### src/rtl/flag_register_unit_if.sv
`default_nettype none
// ---------------------------------------------------------------------------
// Module   : flag_register_unit_if
// Brief    : Control/status bundle between the core and the flag register unit.
// Revision : 1.0 - initial release
// ---------------------------------------------------------------------------
interface flag_register_unit_if #(
    parameter int CNT_W = 3
);
    logic [3:0]       flags_in;
    logic             flags_we;
    logic             push;
    logic             pop;
    logic             clr_err;
    logic [3:0]       cond;
    logic [3:0]       flags_out;
    logic             cond_pass;
    logic [CNT_W-1:0] stack_count;
    logic             stack_full;
    logic             stack_empty;
    logic             stack_err;

    modport master (
        output flags_in, flags_we, push, pop, clr_err, cond,
        input  flags_out, cond_pass, stack_count, stack_full, stack_empty, stack_err
    );

    modport slave (
        input  flags_in, flags_we, push, pop, clr_err, cond,
        output flags_out, cond_pass, stack_count, stack_full, stack_empty, stack_err
    );
endinterface
`default_nettype wire

### src/rtl/flag_register_unit.sv
`default_nettype none
// ---------------------------------------------------------------------------
// Module   : flag_register_unit
// Brief    : {V,Z,N,C} flag register with LIFO save stack and condition evaluator.
// Revision : 1.0 - initial release
// ---------------------------------------------------------------------------
module flag_register_unit #(
    parameter int DEPTH = 4,
    parameter int CNT_W = $clog2(DEPTH + 1)
) (
    input  wire logic             clk,
    input  wire logic             rst,
    flag_register_unit_if.slave   bus
);
    localparam int c_IDX_W = (DEPTH > 1) ? $clog2(DEPTH) : 1;

    logic [3:0]       r_flags;
    logic [CNT_W-1:0] r_count;
    logic             r_err;
    logic [3:0]       r_stack [DEPTH];

    logic               w_full;
    logic               w_empty;
    logic               w_push_ok;
    logic               w_pop_ok;
    logic               w_err_evt;
    logic [CNT_W-1:0]   w_cnt_m1;
    logic [c_IDX_W-1:0] w_wr_idx;
    logic [c_IDX_W-1:0] w_rd_idx;
    logic               w_v, w_z, w_n, w_c;
    logic               w_pass;

    assign w_full    = (r_count == CNT_W'(DEPTH));
    assign w_empty   = (r_count == '0);
    assign w_push_ok = bus.push & ~bus.pop & ~w_full;
    assign w_pop_ok  = bus.pop & ~bus.push & ~w_empty;
    // Any stack strobe that is not a legal push or pop is an error.
    assign w_err_evt = (bus.push | bus.pop) & ~w_push_ok & ~w_pop_ok;
    assign w_cnt_m1  = r_count - CNT_W'(1);
    assign w_wr_idx  = r_count[c_IDX_W-1:0];
    assign w_rd_idx  = w_cnt_m1[c_IDX_W-1:0];

    always_ff @(posedge clk or posedge rst) begin
        if (rst) begin
            r_flags <= 4'b0000;
            r_count <= '0;
            r_err   <= 1'b0;
            for (int i = 0; i < DEPTH; i++) begin
                r_stack[i] <= 4'b0000;
            end
        end else begin
            if (w_pop_ok) begin
                r_flags <= r_stack[w_rd_idx];
                r_count <= w_cnt_m1;
            end else begin
                if (bus.flags_we) begin
                    r_flags <= bus.flags_in;
                end
                if (w_push_ok) begin
                    r_stack[w_wr_idx] <= r_flags;
                    r_count           <= r_count + CNT_W'(1);
                end
            end
            if (w_err_evt) begin
                r_err <= 1'b1;
            end else if (bus.clr_err) begin
                r_err <= 1'b0;
            end
        end
    end

    assign {w_v, w_z, w_n, w_c} = r_flags;

    always_comb begin
        w_pass = 1'b0;
        case (bus.cond)
            4'd0:    w_pass = w_z;
            4'd1:    w_pass = ~w_z;
            4'd2:    w_pass = w_c;
            4'd3:    w_pass = ~w_c;
            4'd4:    w_pass = w_n;
            4'd5:    w_pass = ~w_n;
            4'd6:    w_pass = w_v;
            4'd7:    w_pass = ~w_v;
            4'd8:    w_pass = w_c & ~w_z;
            4'd9:    w_pass = ~w_c | w_z;
            4'd10:   w_pass = (w_n == w_v);
            4'd11:   w_pass = (w_n != w_v);
            4'd12:   w_pass = ~w_z & (w_n == w_v);
            4'd13:   w_pass = w_z | (w_n != w_v);
            4'd14:   w_pass = 1'b1;
            default: w_pass = 1'b0;
        endcase
    end

    assign bus.flags_out   = r_flags;
    assign bus.cond_pass   = w_pass;
    assign bus.stack_count = r_count;
    assign bus.stack_full  = w_full;
    assign bus.stack_empty = w_empty;
    assign bus.stack_err   = r_err;
endmodule
`default_nettype wire

### src/flat_wrapper.sv
// flat-port wrapper written by rule: the top's interface ports become plain ports
module flag_register_unit_flat 
#(
    parameter int DEPTH = 4,
    parameter int CNT_W = $clog2(DEPTH + 1)
)
  (clk, rst, bus_flags_in, bus_flags_we, bus_push, bus_pop, bus_clr_err, bus_cond, bus_flags_out, bus_cond_pass, bus_stack_count, bus_stack_full, bus_stack_empty, bus_stack_err);
  flag_register_unit_if #(.CNT_W(CNT_W)) bus_i ();
  input  wire logic clk;
  input  wire logic rst;
  input wire logic [$bits(bus_i.flags_in)-1:0] bus_flags_in;
  input wire logic [$bits(bus_i.flags_we)-1:0] bus_flags_we;
  input wire logic [$bits(bus_i.push)-1:0] bus_push;
  input wire logic [$bits(bus_i.pop)-1:0] bus_pop;
  input wire logic [$bits(bus_i.clr_err)-1:0] bus_clr_err;
  input wire logic [$bits(bus_i.cond)-1:0] bus_cond;
  output wire logic [$bits(bus_i.flags_out)-1:0] bus_flags_out;
  output wire logic [$bits(bus_i.cond_pass)-1:0] bus_cond_pass;
  output wire logic [$bits(bus_i.stack_count)-1:0] bus_stack_count;
  output wire logic [$bits(bus_i.stack_full)-1:0] bus_stack_full;
  output wire logic [$bits(bus_i.stack_empty)-1:0] bus_stack_empty;
  output wire logic [$bits(bus_i.stack_err)-1:0] bus_stack_err;
  assign bus_i.flags_in = bus_flags_in;
  assign bus_i.flags_we = bus_flags_we;
  assign bus_i.push = bus_push;
  assign bus_i.pop = bus_pop;
  assign bus_i.clr_err = bus_clr_err;
  assign bus_i.cond = bus_cond;
  assign bus_flags_out = bus_i.flags_out;
  assign bus_cond_pass = bus_i.cond_pass;
  assign bus_stack_count = bus_i.stack_count;
  assign bus_stack_full = bus_i.stack_full;
  assign bus_stack_empty = bus_i.stack_empty;
  assign bus_stack_err = bus_i.stack_err;
  flag_register_unit #(.DEPTH(DEPTH), .CNT_W(CNT_W)) u_core (.clk(clk), .rst(rst), .bus(bus_i));
endmodule
### config.mk
export PLATFORM = sky130hd
export DESIGN_NAME = flag_register_unit_flat
export DESIGN_NICKNAME = d
export VERILOG_FILES = /design/src/rtl/flag_register_unit_if.sv /design/src/rtl/flag_register_unit.sv /design/src/flat_wrapper.sv
export SDC_FILE = /design/constraint.sdc
export NUM_CORES = 1
export LEC_CHECK = 0
export BUFFER_PORTS_ARGS = -buffer_cell sky130_fd_sc_hd__buf_2
export CAP_MARGIN = 20
export CORE_MARGIN = 2
export CORE_UTILIZATION = 47
export CTS_CLUSTER_SIZE = 28
export DETAILED_ROUTE_END_ITERATION = 16
export PLACE_DENSITY = 0.74
export SYNTH_ARGS = -nofsm -noshare
export SYNTH_HDL_FRONTEND = slang
export SYNTH_SLANG_ARGS = --single-unit
### constraint.sdc
create_clock -name clk -period 2.61 [get_ports clk]
set_clock_uncertainty 0.05 [all_clocks]
set_input_delay 0.6525 -clock clk [delete_from_list [all_inputs] [get_ports clk]]
set_output_delay 0.6525 -clock clk [all_outputs]
set_load 0.01 [all_outputs]
==> metrics.cfg <==
[status]
outcome = finished clean

[timing]
whs_ns = 0.311
slew_viol_final = 0
relSlewSlack_pct = 78.8
rsz0062_at_grt = false
fin_crit_sh_pct = 95.5
fmax_mhz = 401
period_needed_ns = 2.49
setup_viol = 0
worst_slew_pin_slew_ns = 0.314
finalHoldViolCount = 0
fin_ws_ns = 0.116
fin_setup_tns_ns = 0

[cells_and_area]
area_growth_pct = 10.6
final_area_um2 = 1610
num_antenna_cells = 0
nets = 166
drive_gt1_share_pct = 40.7
mostFrequentLayoutCell = buf_2
layout_common_cells = buf_2 (24), dfrtp_1 (21), mux2_2 (17)

[logic_synthesis]
synth.area.mux_share_pct = 22.7
yosysUniqueCellTypes = 37
synth_edf_count = 0
synth_seq_cells = 24
synth_top_flop_cell = dfrtp_1
synthCells = 124
ys_seq_area_share_pct = 41.2
synth-xor-area-share_pct = 4.20
yosysWarnings = 0
synth-simple-area-share_pct = 14.1
syn_area_per_cell_um2 = 11.8
synth_compound_area_share_pct = 9.26
synth.cell_area_um2 = 1460
synthAdderAreaFrac_pct = 4.29
async_reset_ff_share_pct = 100
syn-num-nets = 143
synth_top_family_by_area = multiplexers

[setup_path]
cp_cell_sequence = nor4bb_1 -> o31a_1 -> o31ai_1 -> o311ai_1 -> buf_2
path_delay_family = compound AO/OA/AOI/OAI gates
criticalPathCategory = reg2out
cp_num_buf_inv = 1
cp_data_required_time_ns = 1.91
endpoint_kind = output port
slowest_stage = dfrtp_2
cp-start-kind = flip-flop
max_stage_delay_ns = 0.51
worstPathArrival_ns = 1.79
worstPathMaxFanout = 13

[clocking]
tritoncts = yes
cts_buffers = 3
clock-sinks = 24
clock_path_buffers = 2
worstSkewPairLatency_ns = 0.31
cts.clk_slew.worst_paths_ns = 0.12
root_buffer = clkbuf_4
ctsHtreeMaxLevel = 1

[power]
p_sw_share_pct = 38.1
power_frac_seq_pct = 43.1
ir_drop_v = 0.000409
power.density_nw_per_um2 = 1090
p_int_uw = 1090
p_sw_uw = 671
p_leak_uw = 0.000755
clkPwrFrac_pct = 8.9
p_comb_share_pct = 48.0

[route]
wl_mm = 2.72
vias = 1010
drt_iter0_markers = 101
first_pass_iters = 4
viasPerCell = 5.67
postRouteAntennaNets = 0
remaining_drc_errors = 0
wire_per_inst_um = 15.3

[floorplan]
start_util_pct = 48.6
num_rows = 20
fp.dieH_um = 59.7
die_w_um = 59.7
io_pins = 25
core_area_um2 = 3000
die-area_um2 = 3570

[job]
cap_viol_max_count = 0

[place]
post_dp_cell_area_um2 = 1590
pre_cts_slack_ns = 0.148
place_hpwl_mm = 2.05
portBuffers = 24
gp_congestion = 0.744

[global_route]
grt_pass1_wl_mm = 4.63
grt_pass1_vias = 968
antenna_found_initial = 0
overflow = 0
grtUsageTotal_pct = 17.8
grt_max_degree = 25

[min_path]
min_path_type = in2async

==> synthesized netlist by cell type (2+ instances only) <==
master | number | area share, %
a21oi_1 | 7 | 2.4
a22oi_1 | 2 | 1.0
a32oi_1 | 2 | 1.2
buf_2 | 5 | 1.7
dfrtp_1 | 24 | 41
ha_1 | 5 | 4.3
inv_1 | 6 | 1.5
mux2_2 | 17 | 13
mux2i_1 | 5 | 3.4
mux4_2 | 4 | 6.2
nand2_1 | 6 | 1.5
nand2_4 | 3 | 2.3
nand2b_1 | 3 | 1.3
nor2_1 | 4 | 1.0
nor2b_1 | 4 | 1.7
xnor2_1 | 6 | 3.6
==> worst register-to-register path, stage by stage, from the launching register on <==
cell,delay [ns]
dfrtp_2,0.51
inv_1,0.14
ha_1,0.50
mux4_2,0.54
nor2_1,0.11
a21oi_1,0.05
==> state kept, by name, summed over array words and instances, names as in the netlist <==
signal and count:
u_core.bus.flags_out 4, u_core.bus.stack_count 3, u_core.bus.stack_err 1, u_core.r_stack 16
==> final timing paths <==
kind | startpoint | end | slack, ns | cells after the start
max in group asynchronous | rst | u_core.bus.stack_count[0]$_DFFE_PP0P_ | 1.95 | 3
min in group clk | u_core.r_stack[6]$_DFFE_PP0P_ | u_core.r_stack[6]$_DFFE_PP0P_ | 0.47 | 1
max reg2reg | u_core.bus.stack_count[0]$_DFFE_PP0P_ | u_core.bus.flags_out[0]$_DFFE_PP0P_ | 0.60 | 5
min reg2reg | u_core.r_stack[6]$_DFFE_PP0P_ | u_core.r_stack[6]$_DFFE_PP0P_ | 0.47 | 1
min | rst | u_core.bus.stack_count[1]$_DFFE_PP0P_ | 0.31 | 3
max | u_core.bus.flags_out[3]$_DFFE_PP0P_ | bus_cond_pass | 0.12 | 5
==> through the flow <==
step	util, %	total power, µW	std cells
after detailed placement	52.9	1610	175
after global routing	53.8	1910	178
final	53.8	1760	178
after global placement	52.9	1570	175
after CTS	53.6	1770	178
after floorplan	-	1400	124
==> kinds of logic after synthesis <==
| logic type | after synthesis |
|---|---|
| xor+xnor | 7 |
| flops | 24 |
| compound gates | 19 |
| fa+ha+maj | 5 |
| simple gates | 30 |
| mux | 26 |
| buf+inv | 13 |
==> power by group through the flow <==
stage / clock network [µW] / registers [µW] / logic (µW)
finish: 157 / 760 / 845
global route: 178 / 791 / 936
CTS: 166 / 753 / 856
detailed placement: 0 / 758 / 855
global placement: 0 / 744 / 828
floorplan: 0 / 694 / 707
==> area by class of cell <==
| cell class | instances | area (µm²) |
|---|---|---|
| flip-flops and latches | 24 | 604 |
| inverters | 6 | 22.5 |
| well taps | 33 | 41.3 |
| multi-input cells | 87 | 796 |
| fillers | 276 | 1390 |
| clock buffers | 3 | 22.5 |
| repair buffers | 25 | 128 |
==> repair_timing <==
action                                  in CTS  in global routing
endpoints found under the setup margin       0                  2
gates resized for setup                      0                  3
buffers inserted                             0                  0
hold buffers                                 0                  0
==> routing by layer <==
layer	wire, µm	GRT usage [%]
met1	1160	22.7
met2	1430	30.0
met3	96	3.90
met4	28	5.71
met5	0	0
Note: power is estimated with default switching activity, not from simulation.
